File: src/rtl/dvp_ddr3_wr_master.sv
// DVP pixel FIFO to Avalon-MM burst write master: captures one frame per arm
// into DDR3 starting at buffer_base and pulses img_end once the frame is accepted.
module dvp_ddr3_wr_master #(
    parameter int BURST_LEN  = 16,
    parameter int FIFO_DEPTH = 64
) (
    input  logic        clk,
    input  logic        rst_n,
    input  logic [31:0] buffer_base,
    input  logic [31:0] img_size,
    input  logic [31:0] start_status,
    input  logic [31:0] capture_en,
    output logic        img_end,
    output logic        busy,
    output logic        ovf,
    input  logic        pix_sof,
    input  logic        pix_valid,
    input  logic [31:0] pix_data,
    output logic [31:0] avm_address,
    output logic        avm_write,
    output logic [31:0] avm_writedata,
    output logic [3:0]  avm_byteenable,
    output logic [6:0]  avm_burstcount,
    input  logic        avm_waitrequest
);

    localparam int AW = $clog2(FIFO_DEPTH);
    localparam logic [AW:0] FULL_C  = (AW+1)'(FIFO_DEPTH);
    localparam logic [6:0]  BURST_C = 7'(BURST_LEN);

    typedef enum logic [2:0] {S_IDLE, S_WAIT_SOF, S_FILL, S_BURST, S_DONE} state_t;
    state_t r_state, w_next;

    logic [31:0]   r_cur_addr;
    logic [29:0]   r_words, r_rem, r_pushed;
    logic [6:0]    r_len, r_beat;
    logic          r_abort, r_ovf;
    logic [31:0]   r_mem [FIFO_DEPTH];
    logic [AW-1:0] r_wr_ptr, r_rd_ptr;
    logic [AW:0]   r_count;

    logic       w_enable, w_arm, w_full, w_accept, w_last;
    logic       w_push_req, w_push, w_flush;
    logic [6:0] w_len;
    logic       w_unused;

    assign w_unused = &{1'b0, buffer_base[1:0], img_size[1:0], start_status[31:1], capture_en[31:1]};

    assign w_enable   = start_status[0] & capture_en[0];
    assign w_arm      = (r_state == S_IDLE) && w_enable;
    assign w_len      = (r_rem < 30'(BURST_LEN)) ? r_rem[6:0] : BURST_C;
    assign w_full     = (r_count == FULL_C);
    assign w_accept   = (r_state == S_BURST) && !avm_waitrequest;
    assign w_last     = w_accept && (r_beat == r_len - 7'd1);
    assign w_push_req = pix_valid &&
                        (((r_state == S_WAIT_SOF) && pix_sof && (r_rem != 30'd0)) ||
                         (((r_state == S_FILL) || (r_state == S_BURST)) && (r_pushed < r_words)));
    assign w_push     = w_push_req && !w_full;
    // FIFO is held empty in IDLE and emptied on every return to IDLE (abort or frame end).
    assign w_flush    = (r_state == S_IDLE) || (w_next == S_IDLE);

    // NOTE: sequential state uses non-blocking assignments so every flop samples pre-edge values.
    always_ff @(posedge clk or negedge rst_n) begin
        if (!rst_n) r_state <= S_IDLE;
        else        r_state <= w_next;
    end

    // NOTE: every combinational output gets a default first so no path can infer a latch.
    always_comb begin
        w_next = r_state;
        case (r_state)
            S_IDLE:     if (w_enable) w_next = S_WAIT_SOF;
            S_WAIT_SOF: if (!w_enable)                  w_next = S_IDLE;
                        else if (r_rem == 30'd0)        w_next = S_DONE;
                        else if (pix_valid && pix_sof)  w_next = S_FILL;
            S_FILL:     if (!w_enable)                  w_next = S_IDLE;
                        else if (32'(r_count) >= 32'(w_len)) w_next = S_BURST;
            S_BURST:    if (w_last) begin
                            if (r_abort || !w_enable)       w_next = S_IDLE;
                            else if (r_rem == 30'(r_len))   w_next = S_DONE;
                            else                            w_next = S_FILL;
                        end
            S_DONE:     w_next = S_IDLE;
            default:    w_next = S_IDLE;
        endcase
    end

    always_comb begin
        busy           = (r_state != S_IDLE);
        img_end        = (r_state == S_DONE);
        ovf            = r_ovf;
        avm_write      = 1'b0;
        avm_address    = 32'd0;
        avm_burstcount = 7'd0;
        avm_writedata  = 32'd0;
        avm_byteenable = 4'h0;
        if (r_state == S_BURST) begin
            avm_write      = 1'b1;
            avm_address    = r_cur_addr;
            avm_burstcount = r_len;
            avm_writedata  = r_mem[r_rd_ptr];
            avm_byteenable = 4'hF;
        end
    end

    always_ff @(posedge clk or negedge rst_n) begin
        if (!rst_n) begin
            r_cur_addr <= 32'd0;
            r_words    <= 30'd0;
            r_rem      <= 30'd0;
            r_pushed   <= 30'd0;
            r_len      <= 7'd0;
            r_beat     <= 7'd0;
            r_abort    <= 1'b0;
            r_ovf      <= 1'b0;
        end else begin
            if (w_arm) begin
                r_cur_addr <= {buffer_base[31:2], 2'b00};
                r_words    <= img_size[31:2];
                r_rem      <= img_size[31:2];
                r_pushed   <= 30'd0;
            end else if (w_push) begin
                r_pushed <= r_pushed + 30'd1;
            end
            if ((r_state == S_FILL) && (w_next == S_BURST)) begin
                r_len  <= w_len;
                r_beat <= 7'd0;
            end else if (w_accept) begin
                r_beat <= r_beat + 7'd1;
            end
            if (w_last) begin
                r_cur_addr <= r_cur_addr + {23'd0, r_len, 2'b00};
                r_rem      <= r_rem - 30'(r_len);
            end
            // An abort seen mid-burst is remembered until the burst has drained.
            if (r_state == S_IDLE)                      r_abort <= 1'b0;
            else if ((r_state == S_BURST) && !w_enable) r_abort <= 1'b1;
            if (w_arm)                     r_ovf <= 1'b0;
            else if (w_push_req && w_full) r_ovf <= 1'b1;
        end
    end

    // NOTE: the FIFO storage has no reset; pointers and count define which entries are valid.
    always_ff @(posedge clk) begin
        if (w_push) r_mem[r_wr_ptr] <= pix_data;
    end

    always_ff @(posedge clk or negedge rst_n) begin
        if (!rst_n) begin
            r_wr_ptr <= '0;
            r_rd_ptr <= '0;
            r_count  <= '0;
        end else if (w_flush) begin
            r_wr_ptr <= '0;
            r_rd_ptr <= '0;
            r_count  <= '0;
        end else begin
            if (w_push) r_wr_ptr <= r_wr_ptr + AW'(1);
            if (w_accept) r_rd_ptr <= r_rd_ptr + AW'(1);
            if (w_push && !w_accept)      r_count <= r_count + (AW+1)'(1);
            else if (!w_push && w_accept) r_count <= r_count - (AW+1)'(1);
        end
    end

endmodule

File: config.mk
export PLATFORM = sky130hd
export DESIGN_NAME = dvp_ddr3_wr_master
export DESIGN_NICKNAME = d
export VERILOG_FILES = /design/src/rtl/dvp_ddr3_wr_master.sv
export SDC_FILE = /design/constraint.sdc
export NUM_CORES = 2
export LEC_CHECK = 0
export CAP_MARGIN = 20
export CORE_UTILIZATION = 45
export DETAILED_ROUTE_END_ITERATION = 7
export GPL_TIMING_DRIVEN = 0
export MAX_ROUTING_LAYER = met4
export PLACE_DENSITY = 0.61
export SYNTH_ARGS = -nofsm -noshare
export SYNTH_HDL_FRONTEND = slang
export SYNTH_SLANG_ARGS = --single-unit
export TNS_END_PERCENT = 30
File: constraint.sdc
create_clock -name clk -period 7.9 [get_ports clk]
set_input_delay 0.79 -clock clk [delete_from_list [all_inputs] [get_ports clk]]
set_output_delay 0.79 -clock clk [all_outputs]
set_load 0.02 [all_outputs]
# ---- Word level (Yosys, flattened, before mapping)
# Memories as Yosys holds them, arrays and structs flattened.
# Index checks and enable logic that the tools add are counted.
dict set report totals {
  elab_cells 107
  mem_bits_rw 2048
  ff_bits 160
  memories 1
}
# name depth word_bits rd rd_clocked_by_memory_dff wr line
set memory_table {}
lappend memory_table {r_mem 64 32 1 0 1 38} ;# logic [31:0] r_mem [FIFO_DEPTH];
dict set report op_classes {
  n_bitwise 1
  n_lt_le_gt_ge 3
  muxes 37
  n_reduce_logical 36
  eq_ne 8
  add_sub_neg 9
}
# operator n
set ops {}
lappend ops {{32-bit two-way mux} 4}
lappend ops {{30-bit two-way mux} 4}
lappend ops {{7-bit two-way mux} 7}
lappend ops {{32-bit by 9-bit adder with 32-bit output} 1}
lappend ops {{30-bit by 1-bit adder with 30-bit output (second input constant)} 1}
lappend ops {{30-bit by 7-bit equality test with 1-bit output} 1}
lappend ops {{30-bit zero test} 1}
lappend ops {{30-bit less-than comparator} 1}
lappend ops {{30-bit by 5-bit less-than comparator with 1-bit output (second input constant)} 1}
lappend ops {{30-bit nonzero test} 1}
lappend ops {{30-bit by 7-bit subtractor with 30-bit output} 1}
lappend ops {{3-bit two-way mux} 9}
lappend ops {{6-bit two-way mux} 4}
lappend ops {{7-bit by 1-bit adder with 7-bit output (second input constant)} 2}
lappend ops {{1-bit logical AND} 14}
lappend ops {{2-bit nonzero test} 7}
lappend ops {{7-bit by 1-bit subtractor with 7-bit output (second input constant)} 2}
lappend ops {{6-bit by 1-bit adder with 6-bit output (second input constant)} 2}
lappend ops {{3-bit case mux with 4 select lines} 1}
lappend ops {{3-bit by 2-bit equality test with 1-bit output (second input constant)} 3}
lappend ops {{7-bit equality test} 1}
lappend ops {{7-bit equality test (second input constant)} 1}
lappend ops {{7-bit greater-or-equal comparator} 1}
lappend ops {{1-bit two-way mux} 7}
lappend ops {{other kinds (8)} 17}

# ---- Longest topological paths before layout
dict set report depth {
  word_depth 11
  depth_mapped 19
  ltp_nobuf 19
}

# ---- Worst setup path after synthesis
# Ideal clock, no wire load.
dict set report synth_timing {
  kind {register to register}
  from {register r_pushed[3]}
  to {memory r_mem[51][0] (enable)}
  t_arrival_ns 5.752
  path_stages_with_launch 12
  period_less_slack_ns 6.254
  path_buffers 3
  required_time_ns 7.398
  slack_ns 1.646
  setup_time_ns 0.502
  cell_sequence {dfrtp_1 ha_1 a211o_1 a21oi_1 o21ai_0 a2111oi_2 a211oi_4 or2_1 buf_4 buf_6 buf_2 nor4_1}
}
dict set report synth_via {
  elab_chain_len 7
}
# element line
set synth_lines {}
lappend synth_lines {{start: declaration} 35} ;# logic [29:0] r_words, r_rem, r_pushed;
lappend synth_lines {{start signal: assignment} 123} ;# r_pushed <= r_pushed + 30'd1;
lappend synth_lines {{30-bit less-than comparator} 57} ;# (((r_state == S_FILL) || (r_state == S_BURST)) && (r_pushed < r_words)));
lappend synth_lines {{1-bit logical AND} 57}
lappend synth_lines {{1-bit logical OR} 56} ;# (((r_state == S_WAIT_SOF) && pix_sof && (r_rem != 30'd0)) ||
lappend synth_lines {{1-bit logical AND} 55} ;# assign w_push_req = pix_valid &&
lappend synth_lines {{1-bit logical AND} 58} ;# assign w_push = w_push_req && !w_full;
lappend synth_lines {{1-bit two-way mux} 145} ;# if (w_push) r_mem[r_wr_ptr] <= pix_data;
lappend synth_lines {{1-bit two-way mux (implied by the code)} 145}
lappend synth_lines {{end: declaration} 38}
# Every way passes these cells.

# ---- Worst setup path after layout
dict set report layout_timing {
  from {register r_rd_ptr[0]}
  to {output port avm_writedata[22]}
}
dict set report layout_via {
  elab_chain_len 2
}
# element line
set layout_lines {}
lappend layout_lines {{start: declaration} 39} ;# logic [AW-1:0] r_wr_ptr, r_rd_ptr;
lappend layout_lines {{start signal: assignment} 159} ;# if (w_accept) r_rd_ptr <= r_rd_ptr + AW'(1);
lappend layout_lines {{memory read 64 x 32 bit} n/a}
lappend layout_lines {{32-bit two-way mux} 97} ;# if (r_state == S_BURST) begin
lappend layout_lines {{end: declaration} 21} ;# output logic [31:0] avm_writedata,
# Every way passes these cells.

==> results.py <==
metrics = {
    "hold_path": {
        "min_path_cells": 1,
        "worstHoldStart": "pix_data[29]",
        "hp-class": "in -> reg",
        "holdPathEnd": "r_mem[30][29]",
    },
    "global_routing": {
        "grt.total_usage_pct": 26.20,
        "grt_pass1_wl_um": 350700,
        "antenna_found_initial": 19,
        "grt_pass1_vias": 46108,
        "grtUsageMet3_pct": 4.889,
        "grt_max_degree": 82,
        "grt_overflow_total": 0,
        "gr-usage-met1_pct": 34.42,
        "top_usage_layer": "met2",
        "grt_util_met2_pct": 41.06,
    },
    "placement": {
        "placed_cells": 7142,
        "gp_congestion": 0.9005,
        "dp_hpwl_um": 177000,
        "io_buffers": 175,
    },
    "clock_tree": {
        "clkSinkCount": 2206,
        "cts_resized": 0,
        "clk_latency_ns": 0.87,
        "h-tree-depth": 4,
        "cts-root-buf": "clkbuf_16",
        "cts_buffer_depth": 3,
        "cts_tree": "yes",
        "clkTransAtPathRegs_ns": 0.06,
        "cts_buffers": 218,
    },
    "setup_path": {
        "crit_type": "reg -> out",
        "r2r_cells": 14,
        "end_kind": "output pin",
        "max_stage_delay_ns": 0.83,
        "cp.required_ns": 7.11,
        "start_kind": "flop",
        "cp_max_fo": 13,
        "rr_endpoint": "r_mem[43][10]",
        "crit_arrival_ns": 6.42,
        "crit_slowest_cell": "clkbuf_2",
        "critPathMostFrequentCell": "mux4_2",
        "worst-r2r-setup-slack_ns": 2.50,
        "crit_chain": "clkbuf_1 > clkbuf_2 > buf_1 > mux4_2 > mux4_2 > mux4_2 > and2_1 > clkdlybuf4s50_1",
        "rr_startpoint": "r_pushed[3]",
    },
    "route": {
        "route.vias.total": 46031,
        "detail_route.vias_per_cell": 6.080,
        "drc": 0,
        "ant_nets": 0,
        "drt_iter0_drc": 5567,
        "dr.pass1.iters": 5,
        "wl_per_cell_um": 32.96,
        "drt_wl_total_um": 249600,
    },
    "power_and_ir_drop": {
        "ir_worst_vdd_mv": 0.1906,
        "powerDensity_mw_per_mm2": 234.6,
        "leakagePower_nw": 32.58,
    },
    "timing": {
        "setup_violations": 0,
        "final_max_slew_viol_count": 0,
        "fin_crit_sh_pct": 91.26,
        "fmax_mhz": 138.7,
        "rsz0062_at_grt": "no",
        "clock-skew-final_ns": 0.08091,
        "timing.final.hold_violations": 0,
        "whs_ns": 0.3470,
        "worstMarginPinSlew_ns": 1.199,
        "tns_ns": 0,
        "relSlewSlack_pct": 20.04,
        "period_minus_slack_ns": 7.210,
    },
    "logic_synthesis": {
        "synth_edf_count": 2048,
        "ys_types": 74,
        "synthTopCellsByArea": "edfxtp_1 70%, mux4_2 17%, dfrtp_1 4.5%",
        "async_flop_share_pct": 7.162,
        "synth_top_flop_cell": "edfxtp_1",
        "synth_top_cell_area_share_pct": 69.99,
        "synth-seq-cells": 2206,
        "avgSynthCellArea_sq_um": 21.08,
        "yosysTopAreaCell": "edfxtp_1",
        "synthCells": 4168,
        "ys_warn_count": 0,
        "synth.yosys.seq_area_share_pct": 74.49,
        "synth_area_sq_mm": 0.08787,
    },
    "status": {
        "status": "finished, final reports clean",
    },
    "finish": {
        "utilization_pct": 53.67,
        "multi_input_area_sq_mm": 0.02172,
        "drive_gt1_share_pct": 28.10,
        "fin_cells": 7571,
        "fillers": 14724,
        "seq_area_sq_mm": 0.06545,
        "area_growth_pct": 17.99,
        "fin_nets": 5082,
    },
    "die": {
        "row_count": 161,
        "start_util_pct": 45.48,
        "die_area_sq_mm": 0.1970,
        "die_w_um": 443.9,
        "core-area_sq_mm": 0.1932,
        "die_y_um": 443.9,
        "ios": 244,
    },
    "run": {
        "cap_violations": 0,
    },
}
## cell usage after synthesis (7+ instances only)
master / instances
mux4_2: 672
nor4_1: 60
a211oi_1: 15
inv_1: 66
or4_1: 7
xor2_1: 16
a21oi_1: 59
edfxtp_1: 2048
ha_1: 60
nand2_1: 128
nor2_1: 164
mux2i_1: 11
buf_1: 55
o21a_1: 7
o21ai_0: 76
and2_1: 61
or3_1: 18
clkbuf_1: 157
nand3_1: 42
xnor2_1: 39
dfrtp_1: 158
nand2b_1: 16
buf_4: 7
o311ai_0: 8
nor3_1: 38
a221o_1: 9
a21o_1: 11
buf_2: 7
nand4_1: 33
nor2b_1: 10
and3_1: 14
## cells in the final DEF, fill, tap and decap left out, types with 52 or more instances in the layout
| master | synthesis | final |
|---|---|---|
| a21oi_1 | 59 | 59 |
| and2_1 | 61 | 61 |
| buf_1 | 55 | 53 |
| buf_12 | 0 | 59 |
| buf_4 | 7 | 183 |
| clkbuf_1 | 157 | 188 |
| clkbuf_16 | 0 | 222 |
| clkdlybuf4s50_1 | 0 | 142 |
| clkinv_1 | 0 | 52 |
| dfrtp_1 | 158 | 158 |
| edfxtp_1 | 2048 | 2048 |
| ha_1 | 60 | 60 |
| inv_1 | 66 | 66 |
| mux4_2 | 672 | 672 |
| nand2_1 | 128 | 128 |
| nor2_1 | 164 | 132 |
| o21ai_0 | 76 | 76 |
## timing repair
item	CTS	global route
hold buffers	1	0
setup endpoints to repair	0	0
hold endpoints to repair	77	0
setup buffers	0	0
## where the power goes
part / switching, mW / internal [mW]
sequential: 0.114 / 12.9
combinational: 0.583 / 0.298
clock: 4.45 / 5.99
## registers in the layout, summed over array words and instances, names as in the netlist, 7 cells and up
register and count:
r_beat 7, r_count 7, r_cur_addr 30, r_len 7, r_mem 2048, r_pushed 30
r_rem 30, r_words 30
## layer usage
layer	share of wire [%]	wire length, um
met4	3.8	9509
met3	8.1	20110
met2	49	121300
met1	40	98660
met5	0	0
## cells by family after synthesis
logic type               synth area share, %
AO/OA/AOI/OAI                          1.791
XOR/XNOR                              0.5482
adder cells (fa/ha/maj)               0.9227
buffers and inverters                  1.313
flip-flops                             74.49
multiplexers                           17.37
other                               0.008547
AND/OR/NAND/NOR                        3.553
## worst max path at each step
stage | to | cells after the start | start | slack [ns]
floorplan | r_mem[51][0] | 11 | r_pushed[3] | 1.65
global placement | r_mem[40][18] | 11 | r_pushed[3] | -3.32
detailed placement | avm_writedata[6] | 8 | r_rd_ptr[0] | 1.46
CTS | avm_writedata[6] | 8 | r_rd_ptr[0] | 0.53
global route | avm_writedata[22] | 8 | r_rd_ptr[0] | 0.58
finish | avm_writedata[22] | 8 | r_rd_ptr[0] | 0.69
## worst max-delay path, delay by kind of cell, from the launching register on
kind,cells,cell delay [ns]
AND/OR/NAND/NOR,1,0.19
buffers and inverters,4,2.95
flip-flops,1,0.48
multiplexers,3,1.92
## layout make-up
| cell class | instances | share of cell area [%] |
|---|---|---|
| Antenna cell | 16 | 0.03862 |
| Buffer | 228 | 0.8798 |
| Clock buffer | 258 | 5.508 |
| Clock inverter | 137 | 1.382 |
| Inverter | 66 | 0.2390 |
| Multi-Input combinational cell | 1670 | 20.95 |
| Sequential cell | 2206 | 63.13 |
| Tap cell | 2526 | 3.048 |
| Timing Repair Buffer | 464 | 4.826 |
## metrics by stage
step / instance area (sq um) / total power [mW] / setup WS (ns)
floorplan: 87880 / 13.61 / 1.646
global placement: 92790 / 14.08 / -3.321
detailed placement: 96240 / 14.11 / 1.462
CTS: 103400 / 24.42 / 0.5251
global route: 103700 / 24.91 / 0.5763
finish: 103700 / 24.32 / 0.6902
Power figures use the tool's default switching activity.
